## config.mk

```make
export PLATFORM = sky130hd
export DESIGN_NAME = mb128_host
export DESIGN_NICKNAME = d
export VERILOG_FILES = /design/src/rtl/mb128_host.sv
export SDC_FILE = /design/constraint.sdc
export NUM_CORES = 1
export LEC_CHECK = 0
export ABC_AREA = 1
export CAP_MARGIN = 20
export CORE_ASPECT_RATIO = 1.2
export CORE_MARGIN = 2
export CORE_UTILIZATION = 39
export CTS_BUF_LIST = sky130_fd_sc_hd__clkbuf_4 sky130_fd_sc_hd__clkbuf_8
export CTS_CLUSTER_DIAMETER = 120
export DETAILED_ROUTE_END_ITERATION = 6
export GPL_ROUTABILITY_DRIVEN = 0
export HOLD_SLACK_MARGIN = 0.12
export PLACE_DENSITY = 0.64
export SYNTH_ARGS = -nofsm -noshare
export SYNTH_HDL_FRONTEND = slang
export SYNTH_SLANG_ARGS = --single-unit
```

## constraint.sdc

```tcl
create_clock -name clk_sys -period 3.4 [get_ports clk_sys]
set_clock_uncertainty 0.1 [all_clocks]
set_input_delay 0.68 -clock clk_sys [delete_from_list [all_inputs] [get_ports clk_sys]]
set_output_delay 0.68 -clock clk_sys [all_outputs]
set_load 0.01 [all_outputs]
```

## src/rtl/mb128_host.sv

```systemverilog
// mb128_host: initiator for the Memory Base 128 joypad-port protocol.
//
// Toggles the Clr line (o_Clk) and drives the Sel line (o_Data) one bit cell
// at a time. A bit cell is HALF_PERIOD cycles with o_Clk low, then
// HALF_PERIOD cycles with o_Clk high. o_Data changes only at the start of a
// cell. The device response is sampled on the last high cycle of the cell.
// A transaction is: sync byte 0xA8, ack, ident, request bit, 10-bit address,
// 3-bit trailing bit count, 17-bit byte count, payload, then a low trailer
// (3 cells after a read, 5 after a write).
//
// Ports
//   clk_sys, reset_n        clock, asynchronous active-low reset
//   cmd_*                   command handshake and fields (rd, addr, bytes, bits)
//   wr_data/valid/ready     write payload; wr_ready pulses when a byte is taken
//   rd_data/valid           read payload; rd_valid is a one-cycle pulse
//   busy, done, err         status; err is meaningful while done is high
//   o_Clk, o_Data           Clr and Sel lines to the device
//   i_Active, i_Data        device-present flag and returned nibble
//
// Configuration macro: MB128_HOST_CHECK_EN
//   defined   - check i_Active after sync, ident bit, and request echo;
//               a failed check aborts with err 1, 2 or 3
//   undefined - no checks, err is always 0, every transaction runs fully
module mb128_host #(
    parameter int HALF_PERIOD = 4
) (
    input  logic        clk_sys,
    input  logic        reset_n,
    input  logic        cmd_valid,
    output logic        cmd_ready,
    input  logic        cmd_rd,
    input  logic [9:0]  cmd_addr,
    input  logic [16:0] cmd_bytes,
    input  logic [2:0]  cmd_bits,
    input  logic [7:0]  wr_data,
    input  logic        wr_valid,
    output logic        wr_ready,
    output logic [7:0]  rd_data,
    output logic        rd_valid,
    output logic        busy,
    output logic        done,
    output logic [1:0]  err,
    output logic        o_Clk,
    output logic        o_Data,
    input  logic        i_Active,
    input  logic [3:0]  i_Data
);
    localparam int              PW       = (HALF_PERIOD > 1) ? $clog2(HALF_PERIOD) : 1;
    localparam logic [PW-1:0]   PH_LAST  = PW'(HALF_PERIOD - 1);
    localparam logic [7:0]      SYNC_PAT = 8'hA8;

    typedef enum logic [3:0] {
        S_IDLE, S_SYNC, S_ACK, S_IDENT, S_REQ, S_ADDR, S_LENBITS,
        S_LENBYTES, S_DATA, S_WAITW, S_TRAIL, S_DONE
    } state_t;

    typedef struct packed {
        logic       rd;
        logic [9:0] addr;
        logic [2:0] bits;
    } cmd_t;

    state_t        state, state_n;
    cmd_t          cmd_q;
    logic [16:0]   bytes_left;   // sent as the length field, then counts down in DATA
    logic [4:0]    bit_cnt;      // bit index within the current field / byte
    logic          ph_hi;
    logic [PW-1:0] ph_cnt;
    logic [7:0]    wsh;
    logic [7:0]    acc;
    logic [7:0]    acc_n;
    logic [1:0]    err_q, err_n;
    logic          rej_q;

    logic in_cell, sample, zero_cmd, accept, full_byte, byte_end, more;

    // Some nibble bits (and i_Active without checks) are never looked at.
    logic unused_in;
    assign unused_in = &{1'b0, i_Active, i_Data[3], i_Data[2], i_Data[1]};

    always_comb begin
        in_cell   = (state inside {S_SYNC, S_ACK, S_IDENT, S_REQ, S_ADDR, S_LENBITS,
                                   S_LENBYTES, S_DATA, S_TRAIL});
        sample    = in_cell && ph_hi && (ph_cnt == PH_LAST);
        zero_cmd  = (cmd_bytes == 17'd0) && (cmd_bits == 3'd0);
        accept    = (state == S_IDLE) && cmd_valid && !zero_cmd;
        // Full bytes go first; once they are used up only the partial byte remains.
        full_byte = (bytes_left != 17'd0);
        byte_end  = full_byte ? (bit_cnt == 5'd7) : (bit_cnt == {2'b00, cmd_q.bits} - 5'd1);
        more      = full_byte && ((bytes_left != 17'd1) || (cmd_q.bits != 3'd0));
        acc_n     = acc | ({7'd0, i_Data[0]} << bit_cnt[2:0]);
    end

    // Next-state logic
    always_comb begin
        state_n = state;
        err_n   = err_q;
        case (state)
            S_IDLE: begin
                if (cmd_valid) err_n = 2'd0;
                if (accept) state_n = S_SYNC;
            end
            S_SYNC: if (sample && bit_cnt == 5'd7) begin
                state_n = S_ACK;
`ifdef MB128_HOST_CHECK_EN
                if (!i_Active) begin
                    state_n = S_DONE;
                    err_n   = 2'd1;
                end
`endif
            end
            S_ACK: if (sample) state_n = S_IDENT;
            S_IDENT: if (sample) begin
                state_n = S_REQ;
`ifdef MB128_HOST_CHECK_EN
                if (!i_Data[2]) begin
                    state_n = S_DONE;
                    err_n   = 2'd2;
                end
`endif
            end
            S_REQ: if (sample) state_n = S_ADDR;
            S_ADDR: if (sample && bit_cnt == 5'd9) state_n = S_LENBITS;
            S_LENBITS: if (sample && bit_cnt == 5'd2) state_n = S_LENBYTES;
            S_LENBYTES: if (sample && bit_cnt == 5'd16) begin
                state_n = cmd_q.rd ? S_DATA : S_WAITW;
`ifdef MB128_HOST_CHECK_EN
                if (i_Data[0] != cmd_q.rd) begin
                    state_n = S_DONE;
                    err_n   = 2'd3;
                end
`endif
            end
            S_DATA: if (sample && byte_end)
                state_n = !more ? S_TRAIL : (cmd_q.rd ? S_DATA : S_WAITW);
            // Write byte stall: clock held low, no cell in progress.
            S_WAITW: if (wr_valid) state_n = S_DATA;
            S_TRAIL: if (sample && bit_cnt == (cmd_q.rd ? 5'd2 : 5'd4)) state_n = S_DONE;
            S_DONE: state_n = S_IDLE;
            default: state_n = S_IDLE;
        endcase
    end

    always_ff @(posedge clk_sys or negedge reset_n) begin
        if (!reset_n) state <= S_IDLE;
        else          state <= state_n;
    end

    always_ff @(posedge clk_sys or negedge reset_n) begin
        if (!reset_n) begin
            cmd_q      <= '0;
            bytes_left <= '0;
            bit_cnt    <= '0;
            ph_hi      <= 1'b0;
            ph_cnt     <= '0;
            wsh        <= '0;
            acc        <= '0;
            rd_data    <= '0;
            rd_valid   <= 1'b0;
            err_q      <= '0;
            rej_q      <= 1'b0;
        end else begin
            rd_valid <= 1'b0;
            err_q    <= err_n;
            rej_q    <= (state == S_IDLE) && cmd_valid && zero_cmd;

            if (!in_cell) begin
                ph_hi  <= 1'b0;
                ph_cnt <= '0;
            end else if (ph_cnt == PH_LAST) begin
                ph_hi  <= !ph_hi;
                ph_cnt <= '0;
            end else begin
                ph_cnt <= ph_cnt + 1'b1;
            end

            if (accept) begin
                cmd_q      <= '{rd: cmd_rd, addr: cmd_addr, bits: cmd_bits};
                bytes_left <= cmd_bytes;
                acc        <= '0;
            end

            if (sample)
                bit_cnt <= ((state_n != state) || (state == S_DATA && byte_end)) ? 5'd0
                                                                                 : bit_cnt + 5'd1;

            if (sample && state == S_DATA && byte_end && full_byte)
                bytes_left <= bytes_left - 17'd1;

            if (state == S_WAITW && wr_valid) wsh <= wr_data;

            if (sample && state == S_DATA && cmd_q.rd) begin
                if (byte_end) begin
                    rd_data  <= acc_n;
                    rd_valid <= 1'b1;
                    acc      <= '0;
                end else begin
                    acc <= acc_n;
                end
            end
        end
    end

    always_comb begin
        cmd_ready = (state == S_IDLE);
        busy      = (state != S_IDLE);
        done      = (state == S_DONE) || rej_q;
        err       = err_q;
        wr_ready  = (state == S_WAITW) && wr_valid;
        o_Clk     = in_cell && ph_hi;
        o_Data    = 1'b0;
        case (state)
            S_SYNC:     o_Data = SYNC_PAT[bit_cnt[2:0]];
            S_IDENT:    o_Data = 1'b1;
            S_REQ:      o_Data = cmd_q.rd;
            S_ADDR:     o_Data = cmd_q.addr[bit_cnt[3:0]];
            S_LENBITS:  o_Data = cmd_q.bits[bit_cnt[1:0]];
            S_LENBYTES: o_Data = bytes_left[bit_cnt];
            S_DATA:     o_Data = !cmd_q.rd && wsh[bit_cnt[2:0]];
            default:    o_Data = 1'b0;
        endcase
    end
endmodule

```

==> flow_summary_export.csv <==
group,metric,value,unit
cts,cts_buffer_depth,2,
worst_setup_path,worst-path-stages,9,
finish,drive_above_1_share,10.6,%
cts,cts_made_buffers,9,
synthesis,synthFlopType,"dfrtp_1",
global_routing,antenna_found_initial,0,
drt,wirelength,11.1,mm
worst_setup_path,critPathBufInv,2,
floorplanning,die_y,119,um
floorplanning,ios,65,
synthesis,yosys-top-cells-count,"170 x nand2_1, 69 x dfrtp_1, 63 x nor2_1, 61 x inv_1, 41 x o21ai_0",
synthesis,synth-edff-count,0,
drt,wl_per_cell,14.0,um
timing,final.min_clock_period,3.22,ns
worst_setup_path,slowest_stage,"clkdlybuf4s50_1",
drt,routed_via_density,5.12,
synthesis,yosysTopAreaCell,"dfrtp_1",
floorplanning,core,0.0106,mm2
synthesis,syn_area_per_cell,7.25,um2
synthesis,netlist_area,0.00428,mm2
outcome,status,"completed",
timing,grt_setup_unrepaired,"false",
finish,n_fill_cell,1090,
pwr,p_per_area,305,mW/mm2
worst_setup_path,reg2reg_from,"bit_cnt[1]",
timing,fmax,310,MHz
global_routing,grt_use_total,19.9,%
worst_setup_path,worstSetupStartpoint,"bit_cnt[1]",
worst_setup_path,arrival,2.44,ns
cts,cts_tree,"built",
worst_setup_path,r2r_slack,0.75,ns
floorplanning,fp.dieArea,0.0118,mm2
cts,cts.sinks,69,
finish,utilization,49.3,%
timing,slew_headroom,59.1,%
synthesis,synth.distinct_cells,38,
floorplanning,rows,41,
finish,antennaDiodeCount,0,
global_routing,grt_max_degree,44,
worst_setup_path,cpMostUsedCell,"nand2_1",
flow_run,drv_cap,0,
timing,period_share,94.7,%
worst_setup_path,reg2reg_depth,9,
synthesis,async_reset_ff_share,100,%
drt,drc,0,
cts,clk_pin_slew_worst_paths,0.08,ns
synthesis,yosysMostFrequentCell,"nand2_1",
floorplanning,initial_core_util,40.3,%
pwr,leakage,2.51,nW
synthesis,yosys_register_bits,69,
global_routing,grt_pass1_wl,18.8,mm
finish,fin_nets,712,
cts,h-tree-depth,3,
cts,clockRootBuffer,"clkbuf_8",
timing,finalHoldViolCount,0,
synthesis,seq_area_frac_synth,40.3,%
worst_setup_path,crit_fanout,15,
worst_setup_path,crit_end,"o_Data",
worst_setup_path,critPathKind,"reg -> out",
worst_setup_path,cp-start-kind,"flop",
synthesis,synthTopCellsByArea,"dfrtp_1 40%, nand2_1 15%, nor2_1 5.5%",
cts,clock_latency,0.37,ns
placement,port_buffers,58,
worst_hold_path,hp-class,"in -> async",
drt,vias,4032,
global_routing,grt_pass1_vias,3955,
pwr,ir_drop,153,uV
worst_setup_path,cp_top_family,"buffers and inverters",
synthesis,yosysWarningCount,0,
cts,postCtsHoldBufs,0,
synthesis,synth_top_area_share,40.3,%
global_routing,grt-ovfl-total,0,
synthesis,synthCells,591,
worst_setup_path,r2r-end,"bytes_left[15]",
drt,drtAntennaViolNets,0,
worst_setup_path,critPathMaxStageDelay,0.48,ns
floorplanning,die_w,99.7,um
worst_setup_path,required,2.62,ns
timing,finalSetupViolCount,0,
worst_setup_path,cp_cell_sequence,"buf_4 -> ha_1 -> o21ai_0 -> o221ai_1 -> nor2_1 -> nand2_1 -> a21oi_1 -> nand2_1 -> clkdlybuf4s50_1",
drt,first_iter_violations,270,
drt,drt_pass1_iterations,5,
timing,drv_slew,0,
timing,setup-tns-final,0,ns
timing,worst_slew_pin_slew,0.613,ns
placement,hpwl,8.07,mm
worst_setup_path,critPathCaptureType,"primary output",
finish,area_growth,22.2,%
[registers in the layout, indices dropped and copies added, names as in the netlist]
signal / count
acc: 8
bit_cnt: 5
bytes_left: 17
cmd_q: 14
ph_cnt: 2
ph_hi: 1
rd_data: 8
rd_valid: 1
rej_q: 1
state: 4
wsh: 8
[cells by family after synthesis]
| group | count (synthesis) | synth area share, % |
|---|---|---|
| xor+xnor | 12 | 2.45 |
| buf+inv | 93 | 9.17 |
| compound gates | 116 | 16.0 |
| fa+ha+maj | 10 | 2.92 |
| flops | 69 | 40.3 |
| other cells | 1 | 0.0876 |
| simple gates | 290 | 29.0 |
[area by class of cell]
cell class                      instances  area, um2  area share (%)
Multi-Input combinational cell        430       2170            41.5
Sequential cell                        69       1730            33.0
Timing Repair Buffer                   73        717            13.7
Inverter                               71        270            5.16
Tap cell                              129        161            3.08
Clock buffer                           11        151            2.89
Clock inverter                          5       35.0           0.670
[power by group]
part / switching [mW] / internal, mW / total, mW
Combinational: 0.0527 / 0.0611 / 0.114
Sequential: 0.00825 / 0.833 / 0.841
Clock: 0.337 / 0.303 / 0.640
Total: 0.398 / 1.20 / 1.59
[timing repair]
| action | CTS | global route |
|---|---|---|
| gates resized for setup | 0 | 4 |
| setup endpoints to repair | 0 | 1 |
| buffers inserted | 0 | 3 |
[per-layer routing]
| metal | vias to the layer above | GRT usage (%) | part of all wire, % |
|---|---|---|---|
| li1 | 2026 | - | - |
| met3 | 18 | 3.84 | 5.2 |
| met5 | - | 0 | 0 |
| met4 | 0 | 8.39 | 2.0 |
| met1 | 1863 | 27.0 | 46 |
| met2 | 125 | 31.0 | 47 |
[how the worst min path moves through the flow]
stage | cells after the start | to | startpoint
3_3_place_gp | 2 | wsh[6] | wsh[6]
6_report | 1 | wsh[5] | reset_n
2_1_floorplan | 0 | acc[0] | reset_n
3_5_place_dp | 2 | cmd_q[4] | cmd_q[4]
4_1_cts | 1 | acc[1] | reset_n
5_1_grt | 1 | acc[1] | reset_n
[cells in the final DEF, fill, tap and decap left out, drive strengths merged]
cell	n
inv	68
o221ai	6
xor2	12
a21boi	1
a21oi	33
or2	2
o2111ai	1
buf	16
nor2	71
o22ai	12
ha	10
o21bai	1
clkinvlp	5
clkinv	3
clkdlybuf4s50	57
clkbuf	11
nand3	32
a31oi	2
o211ai	6
a211oi	1
o21ai	51
nand2	173
conb	2
nor3	9
a21o	1
nand4	3
o311ai	1
dfrtp	69
[through the flow]
step | total power [mW] | std cells | hold WS, ns | cell area (um2) | worst slack, ns
2_1_floorplan | 0.891 | 592 | 0.284 | 4290 | 1.17
4_1_cts | 1.61 | 785 | 0.236 | 5190 | 0.0141
5_1_grt | 1.66 | 788 | 0.263 | 5230 | 0.0114
6_report | 1.59 | 788 | 0.220 | 5230 | 0.179
3_5_place_dp | 0.972 | 769 | 0.365 | 5000 | 0.420
3_3_place_gp | 0.970 | 769 | 0.359 | 5000 | 0.443
No activity file was read; power rests on OpenSTA's default activity.
